### src/rtl/div_result_buffer.sv
// div_result_buffer: credit-tracked result FIFO behind a fixed-latency, non-stallable divider
// Ports:
//   clk, rst                 rising-edge clock, asynchronous active-high reset
//   div_start                a divide is issued this cycle
//   issue_ok                 upstream may issue a divide this cycle
//   div_valid/div_quotient/div_dbz   divider result strobe, quotient, divide-by-zero flag
//   out_valid/out_ready      head-of-FIFO handshake to the consumer
//   out_quotient/out_dbz     head entry
//   level                    entries currently stored
//   proto_err                sticky protocol/overflow error
module div_result_buffer #(
    parameter int               WIDTH    = 4,
    parameter int               DEPTH    = 4,
    parameter logic [WIDTH-1:0] DBZ_FILL = 4'b0111
) (
    input  logic                       clk,
    input  logic                       rst,
    input  logic                       div_start,
    output logic                       issue_ok,
    input  logic                       div_valid,
    input  logic [WIDTH-1:0]           div_quotient,
    input  logic                       div_dbz,
    output logic                       out_valid,
    input  logic                       out_ready,
    output logic [WIDTH-1:0]           out_quotient,
    output logic                       out_dbz,
    output logic [$clog2(DEPTH):0]     level,
    output logic                       proto_err
);
    localparam int AW = $clog2(DEPTH);
    localparam int CW = AW + 1;
    localparam logic [CW-1:0] FULL = CW'(DEPTH);

    logic [WIDTH:0]  mem_q [DEPTH];
    logic [AW-1:0]   rd_q, rd_d, wr_q, wr_d;
    logic [CW-1:0]   count_q, count_d, infl_q, infl_d;
    logic            err_q, err_d;
    logic            full, pop, wr_en, ovf, start_ovf, valid_unf;
    logic [CW:0]     committed;

    assign out_valid    = count_q != '0;
    assign out_quotient = mem_q[rd_q][WIDTH-1:0];
    assign out_dbz      = mem_q[rd_q][WIDTH];
    assign level        = count_q;
    assign proto_err    = err_q;
    // Credit covers both stored results and results still inside the divider.
    assign committed    = {1'b0, count_q} + {1'b0, infl_q};
    assign issue_ok     = committed < {1'b0, FULL};

    always_comb begin
        full      = count_q == FULL;
        pop       = out_valid && out_ready;
        // When full, a push is only accepted if the head is leaving this cycle.
        wr_en     = div_valid && (!full || pop);
        ovf       = div_valid && full && !pop;
        start_ovf = div_start && !issue_ok;
        valid_unf = div_valid && !div_start && infl_q == '0;
        rd_d      = pop ? rd_q + AW'(1) : rd_q;
        wr_d      = wr_en ? wr_q + AW'(1) : wr_q;
        count_d   = count_q + CW'(wr_en) - CW'(pop);
        infl_d    = (div_start && !div_valid) ? ((infl_q == FULL) ? infl_q : infl_q + CW'(1)) :
                    (div_valid && !div_start && infl_q != '0) ? infl_q - CW'(1) : infl_q;
        err_d     = err_q | ovf | start_ovf | valid_unf;
    end

    always_ff @(posedge clk or posedge rst) begin
        if (rst) begin
            for (int i = 0; i < DEPTH; i++) mem_q[i] <= '0;
            rd_q    <= '0;
            wr_q    <= '0;
            count_q <= '0;
            infl_q  <= '0;
            err_q   <= 1'b0;
        end else begin
            if (wr_en) mem_q[wr_q] <= {div_dbz, div_dbz ? DBZ_FILL : div_quotient};
            rd_q    <= rd_d;
            wr_q    <= wr_d;
            count_q <= count_d;
            infl_q  <= infl_d;
            err_q   <= err_d;
        end
    end
endmodule

### config.mk
export PLATFORM = sky130hd
export DESIGN_NAME = div_result_buffer
export DESIGN_NICKNAME = d
export VERILOG_FILES = /design/src/rtl/div_result_buffer.sv
export SDC_FILE = /design/constraint.sdc
export NUM_CORES = 1
export LEC_CHECK = 0
export CORE_ASPECT_RATIO = 0.8
export CORE_MARGIN = 1
export CORE_UTILIZATION = 47
export CTS_CLUSTER_SIZE = 16
export DETAILED_ROUTE_END_ITERATION = 8
export PLACE_DENSITY = 0.69
export RECOVER_POWER = 100
export SLEW_MARGIN = 20
export SYNTH_ARGS = -nofsm -noshare
export SYNTH_HDL_FRONTEND = slang
export SYNTH_SLANG_ARGS = --single-unit
export TNS_END_PERCENT = 20
### constraint.sdc
create_clock -name clk -period 3.4 [get_ports clk]
set_clock_uncertainty 0.1 [all_clocks]
set_input_delay 0.68 -clock clk [delete_from_list [all_inputs] [get_ports clk]]
set_output_delay 0.68 -clock clk [all_outputs]
set_load 0.05 [all_outputs]
# After elaboration in Yosys (flattened, before gate mapping)
# Index checks and enable logic that the tools add are counted.
# Widths: inputs -> output; s select.
[classes]
add_sub_neg = 7
n_lt_le_gt_ge = 4
eq_ne = 3
n_mux = 10
bitwise_logic = 5
n_reduce_logical = 21
[op_table]
columns = ["operator", "count"]
rows = [
  ["$bwmux 20", 1],
  ["$mux 5", 3],
  ["$bmux 5 s2", 1],
  ["$demux 5 s2", 1],
  ["$logic_and 1x1->1", 10],
  ["$mux 3", 3],
  ["$eq 3x3->1 const B", 2],
  ["$ge 3x3->1 const B", 2],
  ["$not 2->3", 2],
  ["$reduce_bool 3->1", 2],
  ["$logic_not 1->1", 5],
  ["$add 2x1->2 const B", 2],
  ["$add 3x3->4", 1],
  ["$lt 4x3->1 const B", 1],
  ["$mux 4", 1],
  ["$add 3x1->3", 1],
  ["$add 3x1->3 const B", 1],
  ["$logic_not 3->1", 1],
  ["$lt 3x1->1 const B", 1],
  ["$or 1x1->1", 3],
  ["$sub 3x1->3", 1],
  ["$sub 3x1->3 const B", 1],
  ["$ne 2x2->1 const B", 1],
  ["$reduce_and 2->1", 1],
  ["other kinds (2)", 2],
]
[word_totals]
reg_bits = 31
in_bits = 10
out_inout_bits = 11
elab_cells = 59

# Longest topological paths before layout
# Gate-level depths: netlist (run 1).
[logic_depth]
depth_word = 7
ltp_mapped = 9

# Worst setup path after synthesis (run 1)
# Ideal clock, no wire load.
[synth_timing]
path_type = "reg2reg"
startpoint = "reg count_q[2] (netlist: level[2])"
endpoint = "reg count_q[2] (netlist: level[2])"
arrival_ns = 2.439
required_time_ns = 3.156
setup_slack_ns = 0.717
stages_incl_launch_ff = 10
path_buffers = 1
cell_sequence = "dfrtp_1 > or4b_4 > buf_6 > nand2_4 > ha_1 > inv_1 > ha_1 > fa_1 > xor2_1 > xnor2_1"
[synth_via]
elab_chain_cells = 6
[synth_rtl]
columns = ["element", "line_no", "text"]
rows = [
  ["start: declaration", "36", "logic [CW-1:0] count_q, count_d, infl_q, infl_d;"],
  ["start signal: assignment", "78", "count_q <= count_d;"],
  ["$eq 3x3->1 or $reduce_bool 3->1 (tied branches)", "51, 41", ""],
  ["$logic_not 1->1 or $logic_and 1x1->1 (tied branches)", "54, 52", ""],
  ["$logic_or 1x1->1", "54", "wr_en = div_valid && (!full || pop);"],
  ["$logic_and 1x1->1", "54", ""],
  ["$add 3x1->3", "60", "count_d = count_q + CW'(wr_en) - CW'(pop);"],
  ["$sub 3x1->3 (*)", "60", ""],
  ["via count_d[2]", "36", ""],
]
# Mark *: on every way through the listed nets, which the timed path passes. The rest lies on a longest branch.
# A chain may end at the register's enable or synchronous reset.

# Final worst setup path (run 1)
[layout_timing]
startpoint = "reg count_q[1] (netlist: level[1])"
endpoint = "out issue_ok"
[layout_via]
elab_chain_cells = 2
[layout_rtl]
columns = ["element", "line_no", "text"]
rows = [
  ["$add 3x3->4", "47", "assign committed = {1'b0, count_q} + {1'b0, infl_q};"],
  ["$lt 4x3->1", "48", "assign issue_ok = committed < {1'b0, FULL};"],
  ["end: declaration", "19", "output logic issue_ok,"],
]
# No other way between the ends.

==> results of run 1 <==
## cell families (layout without fill, tap and decap cells)
kind of cell,Yosys count,after routing,share of synthesized area [%]
simple gates,21,21,10.8
xor+xnor,8,8,4.08
mux,26,26,24.7
compound gates,9,9,3.79
buf+inv,13,38,3.35
flops,31,31,45.2
fa+ha+maj,10,10,8.16
## cell usage in the layout, fill, tap and decap left out, types with 4 or more instances in the layout
master           count
mux2_4               4
inv_1                8
dfrtp_1             31
clkdlybuf4s50_1      6
ha_1                 8
or2_2                4
xnor2_1              5
clkbuf_8             6
mux4_2               5
mux2_1              16
dlygate4sd3_1       13
nand3_1              4
## worst register-to-register path, stage by stage, from the launching register on
cell     delay, ns
dfrtp_1       0.46
or4b_4        0.59
nand2_1       0.16
ha_1          0.14
inv_1         0.04
ha_1          0.18
fa_1          0.37
xor2_1        0.18
xnor2_1       0.14
## layout make-up
class | count | area (um^2)
sequential | 31 | 776
inverter | 8 | 30.0
multi-input combinational | 74 | 767
timing repair buffer | 22 | 205
clock buffer | 6 | 82.6
clock inverter | 2 | 35.0
fill | 282 | 1520
tap | 42 | 52.6
## what timing repair did
item                                    in CTS  in global routing
gates resized for setup                      0                  1
buffers inserted                             0                  0
endpoints found under the setup margin       0                  1
## per-layer routing
metal | wire length (um) | part of all wire [%]
met1 | 1440 | 49
met5 | 0 | 0
met4 | 6 | 0.20
met3 | 167 | 5.7
met2 | 1320 | 45
## state kept, by name (all words and copies together) (netlist names)
name / flops
rd_q: 2
level: 3
mem_q: 20
infl_q: 3
wr_q: 2
proto_err: 1
## power groups by stage
stage | logic [mW] | registers [mW] | clock network [mW]
final | 0.968 | 0.720 | 0.375
after global routing | 1.04 | 0.749 | 0.402
after CTS | 1.15 | 0.725 | 0.379
after detailed placement | 1.15 | 0.726 | 0
after global placement | 1.12 | 0.718 | 0
after floorplan | 0.867 | 0.713 | 0
## worst max-delay path by stage
stage               endpoint  slack [ns]  depth (start not counted)
global placement    level[2]        0.29                          9
finish              issue_ok        0.42                          5
detailed placement  level[2]        0.23                          9
floorplan           level[2]        0.72                          9
CTS                 issue_ok        0.09                          5
global route        issue_ok        0.33                          5
## stage by stage
step | total power [mW] | hold WS, ns | worst slack, ns | cells
2_1_floorplan | 1.58 | 0.376 | 0.717 | 118
3_3_place_gp | 1.84 | 0.382 | 0.291 | 177
3_5_place_dp | 1.87 | 0.375 | 0.230 | 177
4_1_cts | 2.26 | 0.394 | 0.0880 | 185
5_1_grt | 2.19 | 0.413 | 0.330 | 185
6_report | 2.06 | 0.385 | 0.424 | 185
==> results.txt, run 1 <==
status = finished with violations
failing checks = max-capacitance violations, max-slew violations
crit path cell chain = ha_1 > and3_1 > or4_1 > inv_1 > clkbuf_1
H-tree lvl count = 2
Starting Density = 49.5%
Startpoint Class = flop
Net Count, Synth = 138
Switching Power = 863 uW
top-area cell type share of the netlist area = 45.2%
DR vias = 968
Die ar. = 0.00390 mm^2
Seq cells post-synth = 31
Mapped Area = 0.00172 mm^2
arrival time worst endpoint = 2.20 ns
Setup TNS = 0 ns
GR Util All Layers = 17.5%
CP max stage delay = 0.46 ns
post-synth cell types = 32
die height = 56.1 um
Max Cap Viol = 1
M3 GR Usage = 7.79%
grt peak-use layer = met2
Hold Crit Depth = 1
CP Data Required Time = 2.62 ns
Final Cycle Share = 87.5%
CTS clk-pin slew, worst paths = 0.06 ns
post-place instance area = 0.00196 mm^2
Synth Flop Type = dfrtp_1
Seq pwr share = 34.9%
Gate power share = 46.9%
layout net count = 162
vias in the first global route = 1,037
Buf/Inv on CP = 2
Final Slew Violations = 32
Crit. End Element = output port
TritonCTS clock tree = built
sequential area share after synthesis = 45.2%
utilization after layout = 56.1%
vias per cell = 5.23
Worst R2R Path Depth = 8
Slew @ Worst Pin = 1.63 ns
met1 usage = 23.5%
EDFF count, synth = 0
RSZ-0062 raised after global routing = no
CTS Root Cell = clkbuf_8
Worst-Skew Late Latency = 0.28 ns
First-pass DRT Iterations = 3
Worst Hold Class = flop to flop
Syn. warnings = 0
internal power = 1.20 mW
Area contributors post-synth = dfrtp_1 45%, mux2_4 17%, mux4_2 6.6%, ha_1 5.8%, nand3_4 4.1%
number of diodes = 0
final non-filler cell area = 0.00195 mm^2
family with the most delay on the worst path = simple AND/OR/NAND/NOR gates
final number of setup-violating endpoints = 0
Worst VDD drop = 0.654 mV
Clock Path Buffers = 2
RePlAce Congestion = 0.704
slowest CP cell = dfrtp_1
Clk pwr share = 18.2%
number of top-level pins = 21
Power Density = 1060 mW/mm^2
drt wl/cell = 15.8 um
ANT nets after route = 0
worst hold start = proto_err
crit path kind = flop to output port
drt drc = 0
hpwl dp = 2.09 mm
Iter 0 DRT Violations = 51
Lkg Pwr = 0.823 nW
total CTS buffers = 5
setup slack, reg-to-reg = 0.93 ns
grt total ovfl = 0
core area = 0.00347 mm^2
largest area contributor in the netlist = dfrtp_1
Die X = 69.6 um
Core Rows = 19
most common cell in the netlist = dfrtp_1
clock sink count = 31
largest net degree at the start of global routing = 32
Switching Share = 41.8%
Mapped Avg Cell Area = 14.6 um^2
hold_buf cts = 0
Crit Path Max Fanout = 7
initial antenna violation count = 0
worst r2r dst = level[2]
Reg-to-Reg Start = level[1]
Syn Inst Count = 118
P&R area growth vs syn = 13.4%
Hold Path Sink = proto_err
drt total wl = 2.93 mm
Buffers on Ports = 20
CP startpoint = level[1]
Fin. Hold Viols = 0
top post-synthesis cells by count = 31 x dfrtp_1, 20 x mux2_4, 8 x ha_1, 8 x inv_1
layout cells sized above 1 = 18.9%
Slew HR = -8.89%
Final min period = 2.98 ns
first-pass GRT wire length = 5.15 mm
fraction of registers with async set/reset = 100%
met2 GRT Util = 26.5%
Max Fclk = 0.336 GHz
(Power assumes the default switching activity.)
==> inputs of run 2 (changes only) <==
SKIP_LAST_GASP = 1   (was unset)
==> results of run 2 <==
The final DEF is identical to that of run 1; final timing and power are the same.
